`src/rtl/video_timing_pkg.sv`:
```
// Shared types and constants for the raster timing generator: timing record,
// standard mode tables and the configuration register map.
package video_timing_pkg;

    // Timing fields are stored at this fixed width and masked to the counter width on write.
    localparam int FIELD_W = 16;

    typedef struct packed {
        logic [FIELD_W-1:0] h_draw_end;
        logic [FIELD_W-1:0] h_sync_start;
        logic [FIELD_W-1:0] h_sync_end;
        logic [FIELD_W-1:0] h_last;
        logic [FIELD_W-1:0] v_draw_end;
        logic [FIELD_W-1:0] v_sync_start;
        logic [FIELD_W-1:0] v_sync_end;
        logic [FIELD_W-1:0] v_last;
        logic               h_pol;
        logic               v_pol;
    } timing_t;

    typedef enum logic [3:0] {
        REG_H_DRAW_END   = 4'd0,
        REG_H_SYNC_START = 4'd1,
        REG_H_SYNC_END   = 4'd2,
        REG_H_LAST       = 4'd3,
        REG_V_DRAW_END   = 4'd4,
        REG_V_SYNC_START = 4'd5,
        REG_V_SYNC_END   = 4'd6,
        REG_V_LAST       = 4'd7,
        REG_IRQ_LINE     = 4'd8
    } reg_addr_e;

    // Mode tables hold horizontal edges without the pixel-pipeline offset.
    localparam timing_t TIMING_640X480 = '{
        h_draw_end: 16'd640,  h_sync_start: 16'd656,  h_sync_end: 16'd752,  h_last: 16'd799,
        v_draw_end: 16'd480,  v_sync_start: 16'd490,  v_sync_end: 16'd492,  v_last: 16'd524,
        h_pol: 1'b0, v_pol: 1'b0
    };

    localparam timing_t TIMING_1024X768 = '{
        h_draw_end: 16'd1024, h_sync_start: 16'd1048, h_sync_end: 16'd1184, h_last: 16'd1343,
        v_draw_end: 16'd768,  v_sync_start: 16'd771,  v_sync_end: 16'd777,  v_last: 16'd805,
        h_pol: 1'b0, v_pol: 1'b0
    };

    localparam timing_t TIMING_1280X720 = '{
        h_draw_end: 16'd1280, h_sync_start: 16'd1390, h_sync_end: 16'd1430, h_last: 16'd1649,
        v_draw_end: 16'd720,  v_sync_start: 16'd725,  v_sync_end: 16'd730,  v_last: 16'd749,
        h_pol: 1'b0, v_pol: 1'b0
    };

    function automatic timing_t with_pixel_delay(timing_t t, int delay);
        timing_t r;
        r              = t;
        r.h_draw_end   = t.h_draw_end   + FIELD_W'(delay);
        r.h_sync_start = t.h_sync_start + FIELD_W'(delay);
        r.h_sync_end   = t.h_sync_end   + FIELD_W'(delay);
        return r;
    endfunction

    function automatic logic in_window(logic [FIELD_W-1:0] n, logic [FIELD_W-1:0] lo,
                                       logic [FIELD_W-1:0] hi);
        return (lo < n) && (n <= hi);
    endfunction

endpackage

```
`src/rtl/video_timing_axis.sv`:
```
// One raster axis: wrapping position counter plus registered draw/sync windows
// evaluated on the next count, so each window lines up with the count it describes.
module video_timing_axis import video_timing_pkg::*; #(
    parameter int W = 11
) (
    input  logic               clk,
    input  logic               reset,
    input  logic               enable_i,
    input  logic               advance_i,
    input  logic [FIELD_W-1:0] last_i,
    input  logic [FIELD_W-1:0] draw_lo_i,
    input  logic [FIELD_W-1:0] draw_hi_i,
    input  logic [FIELD_W-1:0] sync_lo_i,
    input  logic [FIELD_W-1:0] sync_hi_i,
    input  logic               pol_i,
    output logic [W-1:0]       count_o,
    output logic               wrap_o,
    output logic               draw_o,
    output logic               sync_o
);

    logic [W-1:0] count_q, count_d;
    logic         draw_q, draw_d;
    logic         sync_q, sync_d;

    assign wrap_o = enable_i && advance_i && (FIELD_W'(count_q) == last_i);

    always_comb begin
        count_d = count_q;
        if (!enable_i) begin
            count_d = '0;
        end else if (advance_i) begin
            count_d = wrap_o ? '0 : count_q + W'(1);
        end
        draw_d = in_window(FIELD_W'(count_d), draw_lo_i, draw_hi_i);
        sync_d = in_window(FIELD_W'(count_d), sync_lo_i, sync_hi_i) ^ pol_i;
    end

    always_ff @(posedge clk or posedge reset) begin
        if (reset) begin
            count_q <= '0;
            draw_q  <= 1'b0;
            sync_q  <= 1'b0;
        end else begin
            count_q <= count_d;
            draw_q  <= draw_d;
            sync_q  <= sync_d;
        end
    end

    assign count_o = count_q;
    assign draw_o  = draw_q;
    assign sync_o  = sync_q;

endmodule

```
`src/rtl/video_timing_gen.sv`:
```
// Runtime-programmable raster timing generator with shadow/active timing registers
// committed at frame boundaries. Define VIDEO_TIMING_LINE_IRQ_EN for the line-compare pulse.
module video_timing_gen import video_timing_pkg::*; #(
    parameter int H_WIDTH     = 11,
    parameter int V_WIDTH     = 10,
    parameter int PIXEL_DELAY = 3
) (
    input  logic               clk,
    input  logic               reset,
    input  logic               enable,
    input  logic               cfg_we,
    input  logic [3:0]         cfg_addr,
    input  logic [31:0]        cfg_wdata,
    input  logic               cfg_commit,
    output logic               cfg_pending,
    output logic [H_WIDTH-1:0] h_count,
    output logic [V_WIDTH-1:0] v_count,
    output logic               h_draw,
    output logic               v_draw,
    output logic               draw_area,
    output logic               h_sync,
    output logic               v_sync,
    output logic               line_start,
    output logic               frame_start,
    output logic               line_irq
);

    localparam timing_t            RESET_TIMING = with_pixel_delay(TIMING_640X480, PIXEL_DELAY);
    localparam logic [FIELD_W-1:0] H_MASK = FIELD_W'((32'd1 << H_WIDTH) - 32'd1);
    localparam logic [FIELD_W-1:0] V_MASK = FIELD_W'((32'd1 << V_WIDTH) - 32'd1);

    timing_t shadow_q, shadow_d;
    timing_t active_q, active_d;
    logic    pending_q, pending_d;
    logic    h_wrap, v_wrap, apply;
    logic    unused_wdata;

    assign unused_wdata = ^cfg_wdata[30:FIELD_W];

    // A frame boundary is the last pixel of the last line; while disabled any clock will do.
    assign apply = pending_q && (!enable || v_wrap);

    always_comb begin
        shadow_d = shadow_q;
        if (cfg_we) begin
            case (cfg_addr)
                REG_H_DRAW_END:   shadow_d.h_draw_end = cfg_wdata[FIELD_W-1:0] & H_MASK;
                REG_H_SYNC_START: begin
                    shadow_d.h_sync_start = cfg_wdata[FIELD_W-1:0] & H_MASK;
                    shadow_d.h_pol        = cfg_wdata[31];
                end
                REG_H_SYNC_END:   shadow_d.h_sync_end = cfg_wdata[FIELD_W-1:0] & H_MASK;
                REG_H_LAST:       shadow_d.h_last     = cfg_wdata[FIELD_W-1:0] & H_MASK;
                REG_V_DRAW_END:   shadow_d.v_draw_end = cfg_wdata[FIELD_W-1:0] & V_MASK;
                REG_V_SYNC_START: begin
                    shadow_d.v_sync_start = cfg_wdata[FIELD_W-1:0] & V_MASK;
                    shadow_d.v_pol        = cfg_wdata[31];
                end
                REG_V_SYNC_END:   shadow_d.v_sync_end = cfg_wdata[FIELD_W-1:0] & V_MASK;
                REG_V_LAST:       shadow_d.v_last     = cfg_wdata[FIELD_W-1:0] & V_MASK;
                default: ;
            endcase
        end
        active_d  = apply ? shadow_q : active_q;
        pending_d = cfg_commit || (pending_q && !apply);
    end

    always_ff @(posedge clk or posedge reset) begin
        if (reset) begin
            shadow_q  <= RESET_TIMING;
            active_q  <= RESET_TIMING;
            pending_q <= 1'b0;
        end else begin
            shadow_q  <= shadow_d;
            active_q  <= active_d;
            pending_q <= pending_d;
        end
    end

    // Wrap decisions use the timing in force now; windows use the timing for the next count.
    video_timing_axis #(.W(H_WIDTH)) u_h_axis (
        .clk       (clk),
        .reset     (reset),
        .enable_i  (enable),
        .advance_i (1'b1),
        .last_i    (active_q.h_last),
        .draw_lo_i (FIELD_W'(PIXEL_DELAY)),
        .draw_hi_i (active_d.h_draw_end),
        .sync_lo_i (active_d.h_sync_start),
        .sync_hi_i (active_d.h_sync_end),
        .pol_i     (active_d.h_pol),
        .count_o   (h_count),
        .wrap_o    (h_wrap),
        .draw_o    (h_draw),
        .sync_o    (h_sync)
    );

    video_timing_axis #(.W(V_WIDTH)) u_v_axis (
        .clk       (clk),
        .reset     (reset),
        .enable_i  (enable),
        .advance_i (h_wrap),
        .last_i    (active_q.v_last),
        .draw_lo_i ('0),
        .draw_hi_i (active_d.v_draw_end),
        .sync_lo_i (active_d.v_sync_start),
        .sync_hi_i (active_d.v_sync_end),
        .pol_i     (active_d.v_pol),
        .count_o   (v_count),
        .wrap_o    (v_wrap),
        .draw_o    (v_draw),
        .sync_o    (v_sync)
    );

    assign cfg_pending = pending_q;
    assign draw_area   = h_draw & v_draw;
    assign line_start  = enable && (h_count == '0);
    assign frame_start = line_start && (v_count == '0);

`ifdef VIDEO_TIMING_LINE_IRQ_EN
    logic [FIELD_W-1:0] irq_shadow_q, irq_shadow_d;
    logic [FIELD_W-1:0] irq_active_q, irq_active_d;

    always_comb begin
        irq_shadow_d = irq_shadow_q;
        if (cfg_we && (cfg_addr == REG_IRQ_LINE)) begin
            irq_shadow_d = cfg_wdata[FIELD_W-1:0] & V_MASK;
        end
        irq_active_d = apply ? irq_shadow_q : irq_active_q;
    end

    always_ff @(posedge clk or posedge reset) begin
        if (reset) begin
            irq_shadow_q <= '0;
            irq_active_q <= '0;
        end else begin
            irq_shadow_q <= irq_shadow_d;
            irq_active_q <= irq_active_d;
        end
    end

    assign line_irq = line_start && (FIELD_W'(v_count) == irq_active_q);
`else
    assign line_irq = 1'b0;
`endif

endmodule

```
`config.mk`:
```
export PLATFORM = sky130hd
export DESIGN_NAME = video_timing_gen
export DESIGN_NICKNAME = d
export VERILOG_FILES = /design/src/rtl/video_timing_pkg.sv /design/src/rtl/video_timing_axis.sv /design/src/rtl/video_timing_gen.sv
export SDC_FILE = /design/constraint.sdc
export NUM_CORES = 1
export LEC_CHECK = 0
export ABC_AREA = 1
export ABC_CLOCK_PERIOD_IN_PS = 7100
export CAP_MARGIN = 25
export CORE_UTILIZATION = 43
export CTS_BUF_LIST = sky130_fd_sc_hd__clkbuf_8
export DETAILED_ROUTE_END_ITERATION = 12
export HOLD_SLACK_MARGIN = 0.02
export REMOVE_ABC_BUFFERS = 1
export SETUP_SLACK_MARGIN = 0.4
export SLEW_MARGIN = 20
export SYNTH_ARGS = -nofsm -noshare
export SYNTH_HDL_FRONTEND = slang
export SYNTH_SLANG_ARGS = --single-unit
export TNS_END_PERCENT = 20
```
`constraint.sdc`:
```
create_clock -name clk -period 7.1 [get_ports clk]
set_input_delay 1.42 -clock clk [delete_from_list [all_inputs] [get_ports clk]]
set_output_delay 1.42 -clock clk [all_outputs]
set_load 0.05 [all_outputs]
```
==> results.json, run 1 <==
{
  "status": "finished clean",
  "hold_start": "active_q[33]$_DFF_PP0_",
  "cp.required_ps": 5680,
  "critPathKind": "in -> out",
  "n_antenna_cell": 0,
  "ys_types": 44,
  "area_growth_pct": 14.2,
  "r2r-start": "u_h_axis.count_o[6]$_DFF_PP0_",
  "cts_hold_buf": 0,
  "drt_pass1_iterations": 6,
  "clkPwrFrac_pct": 30.3,
  "ys.flop_type": "dfrtp_1",
  "r2r_end": "u_v_axis.draw_o$_DFF_PP0_",
  "postRouteAntennaNets": 0,
  "peakVddDrop_v": 0.000149,
  "core_um2": 25300,
  "seq_power_share_pct": 46.6,
  "cts-root-buf": "clkbuf_8",
  "start_util_pct": 44.0,
  "fp.dieH_um": 163,
  "htreeDepth": 2,
  "n_fill_cell": 2437,
  "cts_resized": 0,
  "grt_pass1_vias": 8219,
  "postCtsSetupRepairBufs": 0,
  "ys_seq_area_share_pct": 52.8,
  "portBuffers": 49,
  "syn_area_um2": 11100,
  "syn_area_per_cell_um2": 8.60,
  "path_max_fanout": 7,
  "totalWireLength_um": 26500,
  "ff2ff_path_depth": 24,
  "power.internal_w": 0.00260,
  "hold_end": "active_q[33]$_DFF_PP0_",
  "drt-wirelength-per-cell_um": 15.4,
  "drive_above_1_share_pct": 13.1,
  "antenna_found_initial": 0,
  "grt_usage_pct": 21.0,
  "dp_cells": 1640,
  "maxSlewViolCount": 0,
  "p_comb_share_pct": 23.1,
  "p_sw_w": 0.00121,
  "clk_latency_ps": 530,
  "cp.arrival_ps": 4150,
  "max_slew_margin_pct": 35.8,
  "ys_warn_count": 0,
  "cap_violations": 0,
  "clk_path_buf_depth": 3,
  "drt_iter0_drc": 603,
  "gp_congestion": 0.872,
  "worstSetupEndpointType": "output pin",
  "period_needed_ps": 5570,
  "period_share_pct": 78.5,
  "hold_depth": 2,
  "die_w_um": 163,
  "grt-ovfl-total": 0,
  "post-place-ws_ps": 1210,
  "final_cells": 1719,
  "start_kind": "input pin",
  "io_pins": 71,
  "route.detailed.drc": 0,
  "power_density_nw_per_um2": 300,
  "path_clk_slew_ps": 60,
  "synth-edff-count": 0,
  "async_reset_ff_share_pct": 100,
  "vias": 8441,
  "fin_util_pct": 50.2,
  "rows": 58,
  "p_leak_nw": 6.56,
  "synth_cells": 1295,
  "reg2reg_slack_ps": 2700,
  "hold_path_class": "reg -> reg",
  "worst_pin_slew_ps": 963,
  "viasPerCell": 4.91,
  "fin_ws_ps": 1530,
  "setup_viol_count_final": 0,
  "fmax_mhz": 179,
  "critPathMaxStageDelay_ps": 810,
  "power.total_w": 0.00381,
  "rsz0062_at_grt": "false",
  "slowest_stage": "clkdlybuf4s50_1",
  "crit_chain": "clkdlybuf4s50_1 -> nand2_1 -> nor4_1 -> and3_1 -> clkdlybuf4s50_1",
  "hpwl_um": 18400,
  "hold_violations": 0,
  "cts_buffers": 42,
  "clock-sinks": 231,
  "grt_pass1_wl_um": 43200,
  "ys_ff_latch": 231,
  "grt_max_degree": 113,
  "dieArea_um2": 26500,
  "cpMostUsedCell": "clkdlybuf4s50_1",
  "setup-tns-final_ps": 0,
  "skew_ps": 11.1,
  "cts_tree": "built",
  "swShare_pct": 31.9,
  "nets": 1461
}
## synth_stat cells (2+ instances only)
cell type,count,area (µm²)
nor3_2,3,30.0
o21ai_0,157,786
nor4_1,5,31.3
dfstp_2,84,2210
nand2_1,348,1310
clkbuf_1,25,93.8
nand4_1,22,138
a21oi_1,32,160
or2_2,10,62.6
nor2_1,49,184
nand3_1,44,220
nand2_2,2,12.5
nor3_1,11,55.1
xor2_1,5,43.8
inv_2,8,30.0
xnor2_1,4,35.0
o21ai_1,13,65.1
buf_2,10,50.1
buf_4,2,15.0
ha_1,65,813
nand2_4,2,22.5
or2_0,11,68.8
nand3b_1,2,15.0
a211oi_1,2,15.0
nor2_2,6,37.5
buf_6,3,33.8
inv_1,205,769
dfrtp_1,147,3680
o221ai_1,3,26.3
## layer usage
| metal | GRT usage (%) | part of all wire [%] | vias up |
|---|---|---|---|
| met3 | 3.87 | 4.6 | 35 |
| met5 | 0 | 0 | - |
| li1 | - | - | 4228 |
| met4 | 5.95 | 1.8 | 0 |
| met2 | 32.1 | 44 | 170 |
| met1 | 30.2 | 49 | 4008 |
## layout make-up
class / instances / area (µm²) / share of cell area (%)
Timing Repair Buffer: 58 / 578 / 4.54
Clock inverter: 30 / 118 / 0.924
Clock buffer: 48 / 661 / 5.19
Inverter: 213 / 807 / 6.34
Sequential cell: 231 / 5890 / 46.3
Tap cell: 330 / 413 / 3.25
Multi-Input combinational cell: 809 / 4260 / 33.5
## kinds of logic (layout without fill, tap and decap cells)
family	count (synthesis)	after routing	synth area share [%]
buf+inv	255	349	8.99
simple gates	518	518	20.0
fa+ha+maj	65	65	7.30
xor+xnor	9	9	0.708
other cells	1	1	0.0337
compound gates	215	215	10.0
mux	1	1	0.101
flops	231	231	52.8
## metrics by stage
stage | hold slack [ps] | area, µm²
2_1_floorplan | 431 | 10900
3_3_place_gp | 445 | 11900
3_5_place_dp | 448 | 11900
4_1_cts | 462 | 12700
5_1_grt | 488 | 12700
6_report | 459 | 12700
## worst max-delay path: cells and delay by family
kind | cells | cell delay [ps]
buffers and inverters | 2 | 1570
AND/OR/NAND/NOR | 3 | 1160
## cell usage in the layout (no fill, tap or decap), types with 2 or more instances in the layout
| cell type | count |
|---|---|
| nand2_1 | 348 |
| inv_1 | 230 |
| o21ai_0 | 157 |
| dfrtp_1 | 147 |
| dfstp_2 | 84 |
| ha_1 | 65 |
| nor2_1 | 49 |
| clkdlybuf4s50_1 | 49 |
| clkbuf_8 | 48 |
| nand3_1 | 44 |
| a21oi_1 | 32 |
| nand4_1 | 22 |
| o21ai_1 | 13 |
| or2_0 | 11 |
| or2_2 | 10 |
| nor3_1 | 10 |
| inv_2 | 8 |
| nor2_2 | 6 |
| buf_4 | 6 |
| xor2_1 | 5 |
| nor4_1 | 5 |
| xnor2_1 | 4 |
| clkinv_2 | 4 |
| o221ai_1 | 3 |
| nor3_2 | 3 |
| nand3b_1 | 2 |
| nand2_2 | 2 |
| nand2_4 | 2 |
| a211oi_1 | 2 |
| buf_6 | 2 |
## flip-flops by register name, indices dropped and copies added, names as in the netlist
signal / cells
active_q: 119
shadow_q: 86
u_h_axis.count_o: 11
u_v_axis.count_o: 10
cfg_pending: 1
u_h_axis.draw_o: 1
u_h_axis.sync_o: 1
u_v_axis.draw_o: 1
u_v_axis.sync_o: 1
## power groups by stage
stage | logic, W | clock network (W) | registers, W
after floorplan | 0.000609 | 0 | 0.00181
after global placement | 0.000865 | 0 | 0.00179
after detailed placement | 0.000886 | 0 | 0.00180
after CTS | 0.000893 | 0.00119 | 0.00178
after global routing | 0.00103 | 0.00126 | 0.00181
final | 0.000882 | 0.00115 | 0.00178
## worst max path at each step
stage	start	to	slack [ps]	cells after the start
5_1_grt	enable	u_v_axis.draw_o$_DFF_PP0_	1400	21
3_3_place_gp	enable	u_v_axis.sync_o$_DFF_PP0_	1280	23
2_1_floorplan	reset	active_q[0]$_DFF_PP0_	-510	1
3_5_place_dp	enable	u_v_axis.draw_o$_DFF_PP0_	1210	21
6_report	enable	frame_start	1530	5
4_1_cts	enable	frame_start	1460	5
No activity file was read; power rests on OpenSTA's default activity.
==> inputs of run 2 (changes only) <==
ABC_CLOCK_PERIOD_IN_PS = 5100   (was 7100)
clock period = 5.1 ns   (was 7.1 ns; I/O delays follow)
==> run 2 against run 1 <==
Net effect:
- clock power up 51%
- hold slack about the same
- critical path depth up 2
- first-iteration DRC count down 5.3%
- largest power group unchanged
==> results.json, run 2 (synthesis results as in run 1) <==
{
  "status": "finished clean",
  "die_w_um": 163,
  "cts_buffers": 41,
  "drt_iter0_drc": 571,
  "dp_cells": 1644,
  "nets": 1465,
  "cts-root-buf": "clkbuf_8",
  "placed_cell_area_um2": 12000,
  "setup-tns-final_ps": 0,
  "grt_pass1_vias": 8178,
  "fin_area_um2": 12900,
  "clk_latency_ps": 530,
  "grt_usage_pct": 21.1,
  "portBuffers": 49,
  "hold_depth": 2,
  "final_common_cell": "nand2_1",
  "viasPerCell": 4.90,
  "hold_path_class": "reg -> reg",
  "clock-sinks": 231,
  "drive_above_1_share_pct": 13.6,
  "core_um2": 25300,
  "clkPwrFrac_pct": 31.9,
  "antenna_found_initial": 0,
  "power_density_nw_per_um2": 423,
  "final_cells": 1722,
  "peakVddDrop_v": 0.000192,
  "drt_pass1_iterations": 8,
  "skew_ps": 14.8,
  "path_max_fanout": 6,
  "hpwl_um": 18600,
  "period_needed_ps": 4240,
  "io_pins": 71,
  "p_leak_nw": 6.62,
  "cp.required_ps": 4080,
  "period_share_pct": 83.1,
  "grt_max_degree": 138,
  "largest_register_ffs": 119,
  "maxSlewViolCount": 0,
  "fmax_mhz": 236,
  "seq_power_share_pct": 45.4,
  "power.total_w": 0.00545,
  "totalWireLength_um": 26900,
  "grt-ovfl-total": 0,
  "gp_congestion": 0.872,
  "rsz0062_at_grt": "false",
  "dieArea_um2": 26500,
  "clk_path_buf_depth": 3,
  "p_comb_share_pct": 22.7,
  "n_fill_cell": 2375,
  "setup_viol_count_final": 0,
  "critPathKind": "in -> out",
  "postCtsSetupRepairBufs": 0,
  "slowest_stage": "clkdlybuf4s50_1",
  "holdWs_ps": 459,
  "ff2ff_path_depth": 21,
  "max_slew_margin_pct": 32.5,
  "cts_tree": "built",
  "cts_hold_buf": 0,
  "start_util_pct": 44.0,
  "n_antenna_cell": 0,
  "cts_resized": 0,
  "grt_pass1_wl_um": 43200,
  "crit_chain": "clkdlybuf4s50_1 -> buf_4 -> nand2_1 -> nor4_1 -> buf_4 -> and3_1 -> clkdlybuf4s50_1",
  "drt-wirelength-per-cell_um": 15.6,
  "swShare_pct": 31.1,
  "critPathMaxStageDelay_ps": 810,
  "area_growth_pct": 15.6,
  "final_cell_mix": "nand2_1, inv_1, o21ai_0, dfrtp_1, dfstp_2",
  "cap_violations": 0,
  "power.internal_w": 0.00376,
  "fp.dieH_um": 163,
  "path_clk_slew_ps": 60,
  "worstSetupEndpointType": "output pin",
  "route.detailed.drc": 0,
  "cp.arrival_ps": 3220,
  "htreeDepth": 2,
  "vias": 8435,
  "rows": 58,
  "postRouteAntennaNets": 0,
  "p_sw_w": 0.00169,
  "top_register": "active_q",
  "worst_pin_slew_ps": 1010,
  "start_kind": "input pin",
  "hold_violations": 0
}
[run 2: through the flow]
stage | setup WS [ps] | utilization, %
after floorplan | -2110 | -
after global placement | 678 | 47.3
after detailed placement | 653 | 47.3
after CTS | 854 | 50.7
after global routing | 781 | 50.8
final | 863 | 50.8
[run 2: worst max-delay path, delay by kind of cell]
kind	cells	cell delay [ps]
simple gates	3	500
buf+inv	4	1690
[run 2: path summary, 6_finish.rpt]
kind | startpoint | endpoint | slack [ps]
worst min-delay path | active_q[28]$_DFF_PP0_ | active_q[28]$_DFF_PP0_ | 460
max in group asynchronous | reset | active_q[102]$_DFF_PP1_ | 2930
worst max register to register | u_h_axis.count_o[6]$_DFF_PP0_ | u_h_axis.draw_o$_DFF_PP0_ | 1260
worst min register to register | active_q[28]$_DFF_PP0_ | active_q[28]$_DFF_PP0_ | 460
min in group asynchronous | reset | active_q[64]$_DFF_PP0_ | 890
worst max-delay path | enable | frame_start | 860
[run 2: power by group through the flow]
stage	Sequential, W	Combinational, W	Clock (W)
CTS	0.00248	0.00125	0.00179
detailed placement	0.00250	0.00124	0
floorplan	0.00252	0.000848	0
finish	0.00248	0.00124	0.00174
global placement	0.00250	0.00120	0
global route	0.00251	0.00144	0.00186
[run 2: metal layers]
metal	wire, µm	GRT usage (%)	vias up	share of wire (%)
li1	-	-	4242	-
met1	12900	29.6	3971	48
met2	12000	32.9	177	45
met3	1360	3.95	45	5.0
met4	697	7.01	0	2.6
met5	0	0	-	0
[run 2: final cells by class]
class                           count  area (µm²)  share of cell area [%]
Clock buffer                       50         688                    5.35
Timing Repair Buffer               63         661                    5.13
Multi-Input combinational cell    809        4260                    33.1
Inverter                          213         807                    6.27
Sequential cell                   231        5890                    45.7
Tap cell                          330         413                    3.21
Clock inverter                     26         155                    1.21
==> inputs of run 3 (changes only) <==
ABC_CLOCK_PERIOD_IN_PS = 4300   (was 5100)
clock period = 4.3 ns   (was 5.1 ns; I/O delays follow)
==> run 3 against run 2 <==
Net effect:
- die area did not move
- global-route usage is 0.49 points higher
- largest power group unchanged
- register-to-register slack got worse by 540 ps
- worst setup slack worse by 240 ps
- critical endpoint is now u_h_axis.draw_o$_DFF_PP0_
- critical path type is now in -> reg
- largest cell class unchanged
- utilization up 0.59 points
==> results.json, run 3 (synthesis results as in run 1) <==
{
  "antenna_found_initial": 0,
  "drt-wirelength-per-cell_um": 15.6,
  "max_slew_margin_pct": 37.0,
  "cts-root-buf": "clkbuf_8",
  "drive_above_1_share_pct": 15.6,
  "dp_cells": 1666,
  "clkPwrFrac_pct": 31.7,
  "cts_hold_buf": 0,
  "skew_ps": 20.5,
  "hold_start": "active_q[28]$_DFF_PP0_",
  "cp.required_ps": 4730,
  "clk_path_buf_depth": 3,
  "gr-max-usage-layer": "met2",
  "area_growth_pct": 16.9,
  "htreeDepth": 2,
  "nets": 1486,
  "fp.dieH_um": 163,
  "hold_depth": 2,
  "viasPerCell": 4.88,
  "holdWs_ps": 458,
  "cap_violations": 0,
  "grt_pass1_vias": 8430,
  "io_pins": 71,
  "critPathKind": "in -> reg",
  "status": "finished clean",
  "p_sw_w": 0.00203,
  "gp_congestion": 0.907,
  "p_comb_share_pct": 23.1,
  "grtUsageMet3_pct": 3.26,
  "power.internal_w": 0.00446,
  "period_needed_ps": 3680,
  "worstSetupEndpointType": "flip-flop",
  "worst_pin_slew_ps": 942,
  "portBuffers": 49,
  "clk_latency_ps": 550,
  "r2r-start": "active_q[70]$_DFFE_PP1N_",
  "fmax_mhz": 272,
  "cts_tree": "built",
  "hold_violations": 0,
  "cp.arrival_ps": 4110,
  "period_share_pct": 85.5,
  "route.detailed.drc": 0,
  "drt_iter0_drc": 648,
  "totalWireLength_um": 27100,
  "final_cell_mix": "nand2_1, inv_1, o21ai_0, dfrtp_1, dfstp_2",
  "final_common_cell": "nand2_1",
  "seq_power_share_pct": 45.2,
  "dieArea_um2": 26500,
  "path_clk_slew_ps": 60,
  "cts_resized": 0,
  "swShare_pct": 31.2,
  "grt_max_degree": 132,
  "rsz0062_at_grt": "true",
  "maxSlewViolCount": 0,
  "top_register": "active_q",
  "grt_usage_pct": 21.6,
  "postRouteAntennaNets": 0,
  "start_kind": "input pin",
  "rows": 58,
  "n_fill_cell": 2402,
  "largest_register_ffs": 119,
  "gr-usage-met1_pct": 31.3,
  "power_density_nw_per_um2": 498,
  "postCtsSetupRepairBufs": 0,
  "peakVddDrop_v": 0.000249,
  "vias": 8503,
  "grt_pass1_wl_um": 44600,
  "path_max_fanout": 20,
  "hpwl_um": 19100,
  "start_util_pct": 44.0,
  "cts_buffers": 42,
  "worstSetupStartpoint": "enable",
  "die_w_um": 163,
  "core_um2": 25300,
  "clock-sinks": 231,
  "drt_pass1_iterations": 4,
  "setup_viol_count_final": 0,
  "hold_path_class": "reg -> reg",
  "n_antenna_cell": 0,
  "use_met2_pct": 33.8,
  "final_cells": 1743,
  "p_leak_nw": 6.70,
  "grt-ovfl-total": 0,
  "ff2ff_path_depth": 24
}
-- run 3: cell types whose count changed in the layout (fill, tap and decap cells not counted), sizes merged --
cell,previous run,this run
buf,14,36
clkbuf,50,56
inv,235,230
bufinv,2,0
clkdlybuf4s50,49,47
clkinv,1,3
-- run 3: final timing paths --
| check | to | slack, ps |
|---|---|---|
| setup / recovery | u_h_axis.draw_o$_DFF_PP0_ | 620 |
| hold / removal | active_q[28]$_DFF_PP0_ | 460 |
| setup reg to reg | u_h_axis.draw_o$_DFF_PP0_ | 720 |
| hold reg to reg | active_q[28]$_DFF_PP0_ | 460 |
| max in group asynchronous | shadow_q[4]$_DFFE_PP1P_ | 2420 |
| min in group asynchronous | active_q[60]$_DFF_PP0_ | 930 |
-- run 3: layout make-up --
cell class / count / area [µm²] / share of cell area [%]
clock buffers: 56 / 771 / 5.92
clock inverters: 21 / 86.3 / 0.663
inverters: 213 / 810 / 6.22
multi-input cells: 809 / 4260 / 32.7
flip-flops and latches: 231 / 5890 / 45.2
well taps: 330 / 413 / 3.17
repair buffers: 83 / 791 / 6.07
-- run 3: per-stage QoR --
stage | setup WS [ps] | instance area [µm²] | TNS [ps] | util (%) | power, W
final | 622 | 13000 | 0 | 51.4 | 0.00649
after global routing | 359 | 13000 | 0 | 51.4 | 0.00694
after CTS | 612 | 13000 | 0 | 51.4 | 0.00656
after detailed placement | 65.1 | 12200 | 0 | 48.0 | 0.00446
after global placement | 72.4 | 12200 | 0 | 48.0 | 0.00441
after floorplan | -2750 | 10900 | -489670 | - | 0.00399
-- run 3: critical path, cell delays in order --
cell and delay, ps:
clkdlybuf4s50_1 510, o21ai_0 140, nor2_2 180, nand2_4 110, nand2_8 120, nand3_4 100
inv_4 130, buf_12 170, buf_4 150, nand2_1 50, o21ai_1 100, inv_1 60
ha_1 290, a21oi_1 70, o21ai_0 210, a21oi_1 100, o21ai_0 160, a21oi_1 120
nor3_1 230, a31oi_1 80, buf_4 160
-- run 3: power groups by stage --
stage               registers, W  logic (W)  clock network [W]
floorplan                0.00299    0.00101                  0
global placement         0.00296    0.00146                  0
detailed placement       0.00297    0.00149                  0
CTS                      0.00294    0.00151            0.00211
global route             0.00298    0.00174            0.00222
finish                   0.00293    0.00150            0.00206
-- run 3: metal layers --
layer  part of all wire, %  vias up
met1                    49     4013
li1                      -     4290
met3                   4.6       42
met2                    45      158
met5                     0        -
met4                   1.7        0
